<file path="src/rtl/ram_port_pkg.sv">
// ram_port_pkg: shared widths and FSM states for ram_port_master.
// The CLEAR state exists only when RAM_PORT_MASTER_CLEAR_EN is defined.
package ram_port_pkg;
  localparam int DW_DEF = 16;
  localparam int AW_DEF = 9;
`ifdef RAM_PORT_MASTER_CLEAR_EN
  typedef enum logic [2:0] {IDLE, WRITE, READ, DRAIN, CLEAR} state_t;
`else
  typedef enum logic [1:0] {IDLE, WRITE, READ, DRAIN} state_t;
`endif
endpackage

</file>
<file path="src/rtl/ram_port_master_if.sv">
// ram_port_master_if: command, write-data, read-data and RAM pin bundle.
interface ram_port_master_if #(parameter int DW = 16, parameter int AW = 9) ();
  logic          cmd_valid, cmd_ready, cmd_write;
  logic [AW-1:0] cmd_addr, cmd_len;
  logic          wdata_valid, wdata_ready;
  logic [DW-1:0] wdata;
  logic          rdata_valid, rdata_ready, rdata_last;
  logic [DW-1:0] rdata;
  logic          ram_cen, ram_wen;
  logic [AW-1:0] ram_addr;
  logic [DW-1:0] ram_din, ram_dout;
  modport master (
    input  cmd_valid, cmd_write, cmd_addr, cmd_len, wdata_valid, wdata, rdata_ready, ram_dout,
    output cmd_ready, wdata_ready, rdata_valid, rdata, rdata_last, ram_cen, ram_wen, ram_addr, ram_din
  );
  modport slave (
    output cmd_valid, cmd_write, cmd_addr, cmd_len, wdata_valid, wdata, rdata_ready, ram_dout,
    input  cmd_ready, wdata_ready, rdata_valid, rdata, rdata_last, ram_cen, ram_wen, ram_addr, ram_din
  );
endinterface

</file>
<file path="src/rtl/ram_port_rfifo.sv">
// ram_port_rfifo: 2-entry read-data FIFO; simultaneous push and pop keep count and order.
module ram_port_rfifo #(parameter int W = 17) (
  input  logic         clk,
  input  logic         rst,
  input  logic         push,
  input  logic         pop,
  input  logic [W-1:0] din,
  output logic         valid,
  output logic [W-1:0] dout,
  output logic [1:0]   count
);
  logic [W-1:0] mem [2];
  logic wp, rp;
  always_ff @(posedge clk or posedge rst)
    if (rst) begin
      mem[0] <= '0;
      mem[1] <= '0;
      wp <= 1'b0;
      rp <= 1'b0;
      count <= 2'd0;
    end else begin
      if (push) begin
        mem[wp] <= din;
        wp <= !wp;
      end
      if (pop) rp <= !rp;
      count <= count + {1'b0, push} - {1'b0, pop};
    end
  assign valid = count != 2'd0;
  assign dout = mem[rp];
endmodule

</file>
<file path="src/rtl/ram_port_master.sv">
// ram_port_master: burst command to single-port synchronous RAM master with 2-deep read buffer.
// Define RAM_PORT_MASTER_CLEAR_EN to zero the whole RAM after reset before accepting commands.
module ram_port_master
  import ram_port_pkg::*;
#(
  parameter int DW = DW_DEF,
  parameter int AW = AW_DEF
) (
  input  logic                   clk,
  input  logic                   rst,
  ram_port_master_if.master      bus,
  output logic                   busy
);
  state_t state, nxt;
  logic [AW-1:0] addr, len, cnt;
  logic infl, infl_last, issue, beat, step, last, fvalid, pop;
  logic [1:0] count;
  logic [DW:0] head;
  assign last = cnt == len;
  assign pop = fvalid && bus.rdata_ready;
  always_ff @(posedge clk or posedge rst)
`ifdef RAM_PORT_MASTER_CLEAR_EN
    if (rst) state <= CLEAR;
`else
    if (rst) state <= IDLE;
`endif
    else state <= nxt;
  always_comb begin
    nxt = state;
    bus.cmd_ready = 1'b0;
    bus.wdata_ready = 1'b0;
    bus.ram_cen = 1'b1;
    bus.ram_wen = 1'b1;
    bus.ram_din = '0;
    beat = 1'b0;
    issue = 1'b0;
    step = 1'b0;
    case (state)
      IDLE: begin
        bus.cmd_ready = 1'b1;
        if (bus.cmd_valid) nxt = bus.cmd_write ? WRITE : READ;
      end
      WRITE: begin
        bus.wdata_ready = 1'b1;
        beat = bus.wdata_valid;
        step = beat;
        bus.ram_cen = !beat;
        bus.ram_wen = !beat;
        bus.ram_din = beat ? bus.wdata : '0;
        if (beat && last) nxt = IDLE;
      end
      READ: begin
        // credit counts buffered beats plus the one whose data arrives next cycle
        issue = ({1'b0, count} + {2'b0, infl}) < 3'd2;
        step = issue;
        bus.ram_cen = !issue;
        if (issue && last) nxt = DRAIN;
      end
      DRAIN: if (count == 2'd0 && !infl) nxt = IDLE;
`ifdef RAM_PORT_MASTER_CLEAR_EN
      CLEAR: begin
        step = 1'b1;
        bus.ram_cen = 1'b0;
        bus.ram_wen = 1'b0;
        if (&addr) nxt = IDLE;
      end
`endif
      default: nxt = IDLE;
    endcase
  end
  always_ff @(posedge clk or posedge rst)
    if (rst) begin
      addr <= '0;
      len <= '0;
      cnt <= '0;
      infl <= 1'b0;
      infl_last <= 1'b0;
    end else begin
      if (state == IDLE && bus.cmd_valid) begin
        addr <= bus.cmd_addr;
        len <= bus.cmd_len;
        cnt <= '0;
      end else if (step) begin
        addr <= addr + 1'b1;
        cnt <= cnt + 1'b1;
      end
      infl <= issue;
      infl_last <= issue && last;
    end
  ram_port_rfifo #(.W(DW + 1)) u_rfifo (
    .clk(clk),
    .rst(rst),
    .push(infl),
    .pop(pop),
    .din({infl_last, bus.ram_dout}),
    .valid(fvalid),
    .dout(head),
    .count(count)
  );
  assign bus.rdata_valid = fvalid;
  assign bus.rdata = head[DW-1:0];
  assign bus.rdata_last = fvalid && head[DW];
  assign bus.ram_addr = addr;
  assign busy = state != IDLE;
endmodule
</file>
<file path="src/flat_wrapper.sv">
// flat-port wrapper written by rule: the top's interface ports become plain ports
module ram_port_master_flat import ram_port_pkg::*;
#(
  parameter int DW = DW_DEF,
  parameter int AW = AW_DEF
)
  (clk, rst, busy, bus_cmd_valid, bus_cmd_write, bus_cmd_addr, bus_cmd_len, bus_wdata_valid, bus_wdata, bus_rdata_ready, bus_ram_dout, bus_cmd_ready, bus_wdata_ready, bus_rdata_valid, bus_rdata, bus_rdata_last, bus_ram_cen, bus_ram_wen, bus_ram_addr, bus_ram_din);
  ram_port_master_if #(.DW(DW), .AW(AW)) bus_i ();
  input  logic clk;
  input  logic rst;
  output logic busy;
  input wire logic [$bits(bus_i.cmd_valid)-1:0] bus_cmd_valid;
  input wire logic [$bits(bus_i.cmd_write)-1:0] bus_cmd_write;
  input wire logic [$bits(bus_i.cmd_addr)-1:0] bus_cmd_addr;
  input wire logic [$bits(bus_i.cmd_len)-1:0] bus_cmd_len;
  input wire logic [$bits(bus_i.wdata_valid)-1:0] bus_wdata_valid;
  input wire logic [$bits(bus_i.wdata)-1:0] bus_wdata;
  input wire logic [$bits(bus_i.rdata_ready)-1:0] bus_rdata_ready;
  input wire logic [$bits(bus_i.ram_dout)-1:0] bus_ram_dout;
  output wire logic [$bits(bus_i.cmd_ready)-1:0] bus_cmd_ready;
  output wire logic [$bits(bus_i.wdata_ready)-1:0] bus_wdata_ready;
  output wire logic [$bits(bus_i.rdata_valid)-1:0] bus_rdata_valid;
  output wire logic [$bits(bus_i.rdata)-1:0] bus_rdata;
  output wire logic [$bits(bus_i.rdata_last)-1:0] bus_rdata_last;
  output wire logic [$bits(bus_i.ram_cen)-1:0] bus_ram_cen;
  output wire logic [$bits(bus_i.ram_wen)-1:0] bus_ram_wen;
  output wire logic [$bits(bus_i.ram_addr)-1:0] bus_ram_addr;
  output wire logic [$bits(bus_i.ram_din)-1:0] bus_ram_din;
  assign bus_i.cmd_valid = bus_cmd_valid;
  assign bus_i.cmd_write = bus_cmd_write;
  assign bus_i.cmd_addr = bus_cmd_addr;
  assign bus_i.cmd_len = bus_cmd_len;
  assign bus_i.wdata_valid = bus_wdata_valid;
  assign bus_i.wdata = bus_wdata;
  assign bus_i.rdata_ready = bus_rdata_ready;
  assign bus_i.ram_dout = bus_ram_dout;
  assign bus_cmd_ready = bus_i.cmd_ready;
  assign bus_wdata_ready = bus_i.wdata_ready;
  assign bus_rdata_valid = bus_i.rdata_valid;
  assign bus_rdata = bus_i.rdata;
  assign bus_rdata_last = bus_i.rdata_last;
  assign bus_ram_cen = bus_i.ram_cen;
  assign bus_ram_wen = bus_i.ram_wen;
  assign bus_ram_addr = bus_i.ram_addr;
  assign bus_ram_din = bus_i.ram_din;
  ram_port_master #(.DW(DW), .AW(AW)) u_core (.clk(clk), .rst(rst), .bus(bus_i), .busy(busy));
endmodule
</file>
<file path="config.mk">
export PLATFORM = sky130hd
export DESIGN_NAME = ram_port_master_flat
export DESIGN_NICKNAME = d
export VERILOG_FILES = /design/src/rtl/ram_port_pkg.sv /design/src/rtl/ram_port_master_if.sv /design/src/rtl/ram_port_rfifo.sv /design/src/rtl/ram_port_master.sv /design/src/flat_wrapper.sv
export SDC_FILE = /design/constraint.sdc
export NUM_CORES = 1
export LEC_CHECK = 0
export ABC_AREA = 1
export BUFFER_PORTS_ARGS = -buffer_cell sky130_fd_sc_hd__buf_2
export CAP_MARGIN = 20
export CORE_ASPECT_RATIO = 1.2
export CORE_MARGIN = 5
export CORE_UTILIZATION = 52
export CTS_BUF_LIST = sky130_fd_sc_hd__clkbuf_16
export CTS_CLUSTER_SIZE = 30
export DETAILED_ROUTE_END_ITERATION = 12
export PLACE_DENSITY_LB_ADDON = 0.08
export SETUP_SLACK_MARGIN = 0.15
export SLEW_MARGIN = 20
export SYNTH_ARGS = -nofsm -noshare
export SYNTH_HDL_FRONTEND = slang
export SYNTH_SLANG_ARGS = --single-unit
</file>
<file path="constraint.sdc">
create_clock -name clk -period 2.5 [get_ports clk]
set_input_delay 0 -clock clk [delete_from_list [all_inputs] [get_ports clk]]
set_output_delay 0 -clock clk [all_outputs]
set_load 0.05 [all_outputs]
</file>
After elaboration in Yosys (flattened, before gate mapping) --
Index checks and enable logic that the tools add are counted.
Operators by class: $add $sub $neg 5, multipliers 0, divide/modulo/power cells 0, order comparisons 4, eq/ne operators 8, shift operators 0, muxes and demuxes 24, bitwise logic cells 2, reduce and logical (&&, ||, !) cells 19
Operators with widths (number):
- 17-bit two-way mux | 4
- 9-bit two-way mux | 4
- 34-bit bitwise mux | 1
- 16-bit two-way mux | 2
- 9-bit by 1-bit adder with 9-bit output (second input constant) | 2
- 17-bit demux with 1-bit select | 1
- 2-bit two-way mux | 5
- 9-bit equality test | 1
- 1-bit logical AND | 8
- 2-bit one-hot mux with 4 select lines | 1
- 2-bit by 1-bit != test with 1-bit output (second input constant) | 3
- 2-bit nonzero test | 3
- 1-bit zero test | 5
- 2-bit equality test (second input constant) | 2
- 2-bit greater-or-equal comparator (second input constant) | 2
- 2-bit zero test | 2
- 1-bit two-way mux | 4
- 1-bit inverter with 2-bit output | 2
- 1-bit one-hot mux with 2 select lines | 2
- 4-bit AND reduction | 1
- 2-bit by 1-bit adder with 3-bit output | 1
- 3-bit by 2-bit < comparator with 1-bit output (second input constant) | 1
- 2-bit by 1-bit adder with 2-bit output | 1
- 2-bit by 1-bit equality test with 1-bit output (second input constant) | 1
- 3 further kinds | 3
Word-level totals: register bits 69, bits in latches 0, memory bits (writable) 0, memory bits (read-only) 0, input bits 56, output and inout bits 48, word-level logic and storage cells 73, memories kept 0

Logic depth before layout (Yosys ltp) --
depth in word-level cells 6, mapped depth 11, depth with buffers taken out 11

Hierarchy --
Synthesis repeated with hierarchy kept, for this count alone.
Second synthesis, totals: cell total of the unflattened synthesis 481, area, all modules 3871.2 um2
By module, submodules not included:
- ram_port_master | times used 1, cells an instance 276, area an instance 1994.4 um2, seq. area each 775.7 um2
- ram_port_rfifo | times used 1, cells an instance 205, area an instance 1876.8 um2, seq. area each 950.9 um2

Least setup slack after synthesis --
Ideal clock, no wire load.
path kind register to output, from register u_core.state[1], to output bus_ram_din[10], arrival time 2433 ps, required time 2500 ps, path slack 67 ps, stages on the path, launching flop included 6, path buffers 1, path through dfrtp_1 -> inv_1 -> ha_1 -> nand2_2 -> buf_1 -> nor2_1
Between the ends: longest elaborated chain between the ends 2
RTL lines:
- start, declared | line ram_port_master.sv:14 | state_t state, nxt;
- start signal, assigned | line ram_port_master.sv:27 | else state <= nxt;
- 2-bit by 1-bit equality test with 1-bit output | line ram_port_master.sv:38 | case (state)
- 16-bit two-way mux | line ram_port_master.sv:38
- end, declared | line flat_wrapper.sv:28 | output wire logic [$bits(bus_i.ram_din)-1:0] bus_ram_din;
Every way passes these cells.

Worst setup path in the final report --
from register u_core.state[1], to register u_core.addr[3] (netlist: u_core.bus.ram_addr[3])
Between the ends: longest elaborated chain between the ends 3, elaborated cells on any way between the ends 7, those cells by class eq/ne: 2; mux: 2; reduce/logical: 3
RTL lines:
- 2-bit equality test, or another cell as far along | line ram_port_master.sv:38
- 1-bit one-hot mux with 2 select lines or 1-bit logical AND (tied branches) | line ram_port_master.sv:38, ram_port_master.sv:79
- 2-bit nonzero test (no source line) or 9-bit two-way mux (tied branches)
- end signal, assigned | line ram_port_master.sv:80 | addr <= bus.cmd_addr;
- end signal, assigned | line ram_port_master.sv:84 | addr <= addr + 1'b1;
- end, declared | line ram_port_master.sv:15 | logic [AW-1:0] addr, len, cnt;
Parallel ways exist; a longest one is shown, timed or not. A chain may end at the register's enable or synchronous reset.

==> run summary <==
status = complete, no violations
Crit Path Category = reg2reg
unrepaired setup endpoints after global routing = false
GRT Total Usage = 0.205
register area share after synthesis = 0.477
largest net degree at the start of global routing = 70
max cap viols = 0
Num CTS Buffers = 9
clock tree buffer depth = 2
VDD IR max = 0.000870 V
crit-path cells = inv_1 -> ha_1 -> nand2_2 -> nand2_2 -> nand2_4 -> nand2_4 -> inv_1 -> o21a_1
cts hold-fix bufs = 33
Top FF cell, synth = dfrtp_1
Bufs and invs on worst path = 2
syn_nets = 531
final setup TNS = 0 ps
placed cells = 645
Post-Syn Instances = 467
final hold violations = 0
I/O Buffers = 103
die area = 0.00874 mm2
area grow syn2layout = 33.9%
vias in the first global route = 3,298
Final #Nets = 666
clk sinks = 69
CP endpoint kind = register
most frequent cells in the layout = nand2_1, buf_2, dfrtp_1
First-pass DRT Iterations = 4
Post-Synth XOR/XNOR Area = 0.0314
# DRC = 0
I/O pin total = 104
post-route insts no fill = 694
Async S/R FF share, synth = 1.00
worst rel slew slack = 0.429
Clk Tree Root Cell = clkbuf_16
combinational family with the most area after synthesis = simple AND/OR/NAND/NOR gates
worst slew pin tran = 857 ps
CP Launch Type = register
Pleak = 2.65 nW
worst hold path class = in2reg
first-pass GRT wire length = 14,400 um
Starting Density = 0.532
P per Cell Area = 1390 mW/mm2
worst-path maximum fanout = 18
Final Setup Violations = 0
CTS tree = done
share of cells above drive strength 1 = 0.236
Netlist cell types = 35
Final Max Slew Viols = 0
global route overflow = 0
Resized cells post-CTS = 0
Ys Warns = 0
via/cell ratio = 4.81
routed len/inst = 12.4 um
setup bufs post-CTS = 0
post-synthesis average cell area = 7.76 um2
Simple-Gate Fraction of Synth Area = 0.248
max incr delay on CP = 410 ps
setup ws final = 569 ps
Die H = 101 um
GPL Wtd Cong = 0.848
Core Box Area = 0.00681 mm2
EDFF count, synth = 0
fin crit share = 0.772
Ant. Diodes = 0
#FFs+latches synth = 69
dpl hpwl = 5950 um
Clock Skews = 5.58 ps
WP data arrival = 2150 ps
initial antenna violation count = 0
mux contribution to synthesized area = 0
WL final = 8580 um
Worst Path Required = 2720 ps
DR vias = 3,336
1st-iter DRT viols = 117
commonest non-fill, non-tap cell in the layout = nand2_1
Cell Area, Synth = 0.00362 mm2
chip width = 86.2 um
standard-cell rows = 33
final critical-path required period = 1930 ps
largest delay contributor family on the critical path = simple AND/OR/NAND/NOR gates
Worst-Skew Late Latency = 320 ps
post-route ant nets = 0
CP max-delay cell = dfrtp_1
dpl ws = 591 ps
H-Tree Level Count = 3
Worst-path clk slew = 60 ps
fillers = 576
adder-cell share of the synthesized area = 0.0276
fmax = 0.518 GHz
Synth Area in Compound Gates = 0.118
path summary, 6_finish.rpt:
check	cells past startpoint	slack (ps)	from	endpoint
min in group asynchronous	4	490	rst	u_core.len[7]$_DFFE_PP0P_
hold reg to reg	2	480	u_core.u_rfifo.mem[25]$_DFFE_PP0P_	u_core.u_rfifo.mem[25]$_DFFE_PP0P_
max in group asynchronous	4	1460	rst	u_core.u_rfifo.mem[29]$_DFFE_PP0P_
setup / recovery	8	570	u_core.state[1]$_DFFE_PP0P_	u_core.bus.ram_addr[3]$_DFFE_PP0P_
hold / removal	4	20	bus_cmd_write	u_core.state[1]$_DFFE_PP0P_
setup reg to reg	8	570	u_core.state[1]$_DFFE_PP0P_	u_core.bus.ram_addr[3]$_DFFE_PP0P_
layer usage:
layer,vias up,part of all wire,global-route usage
met4,0,0.020,0.0791
met2,72,0.53,0.377
met5,-,0,0
met3,19,0.045,0.0415
li1,1718,-,-
met1,1527,0.40,0.233
synth_stat cells, types with 4 or more instances:
library cell,instances,share of area
a21oi_1,10,0.014
buf_2,5,0.0069
clkbuf_1,7,0.0073
dfrtp_1,69,0.48
ha_1,8,0.028
inv_1,64,0.066
nand2_1,153,0.16
nand2_2,6,0.010
nand3_1,10,0.014
nand4_1,5,0.0086
nor2_1,34,0.035
o211ai_1,4,0.0083
o21ai_0,49,0.068
xnor2_1,7,0.017
xor2_1,6,0.015
flip-flops by register name (all words and copies together) (netlist names):
register	cells
u_core.u_rfifo.mem	34
u_core.bus.ram_addr	9
u_core.cnt	9
u_core.len	9
u_core.state	2
u_core.u_rfifo.count	2
u_core.infl	1
u_core.infl_last	1
u_core.u_rfifo.rp	1
u_core.u_rfifo.wp	1
per-stage QoR:
step	hold WS, ps	instance area (um2)	utilization	total power [mW]
3_3_place_gp	195	4180	0.613	5.21
4_1_cts	13.8	4850	0.712	6.80
6_report	18.7	4850	0.712	6.74
2_1_floorplan	110	3620	-	4.57
3_5_place_dp	201	4180	0.613	5.30
5_1_grt	73.3	4850	0.712	7.18
logic make-up (layout without fill, tap and decap cells):
logic type / count (synthesis) / in the layout
buffers and inverters: 84 / 224
xor gates and xnor gates: 13 / 13
adders and majority gates: 8 / 8
DFF: 69 / 69
AOI/OAI and AO/OA: 76 / 76
and+or+nand+nor: 217 / 217
power breakdown:
part	leakage, nW	internal [mW]	switching, mW
clock	0.167	0.970	0.468
sequential	0.852	1.59	0.317
combinational	1.63	0.929	2.46
final cells by class:
cell class                 instances  area [um2]  area share
sequential                        69        1730       0.356
multi-input combinational        314        1540       0.317
timing repair buffer             141         883       0.182
inverter                          67         251      0.0519
clock buffer                       9         225      0.0464
clock inverter                     7         115      0.0237
tap                               87         109      0.0224
worst reg2reg max path: stages (launching register included):
cell	delay, ps
dfrtp_1	410
inv_1	90
ha_1	260
nand2_2	250
nand2_2	160
nand2_4	120
nand2_4	160
inv_1	150
o21a_1	210
Power figures use the tool's default switching activity.
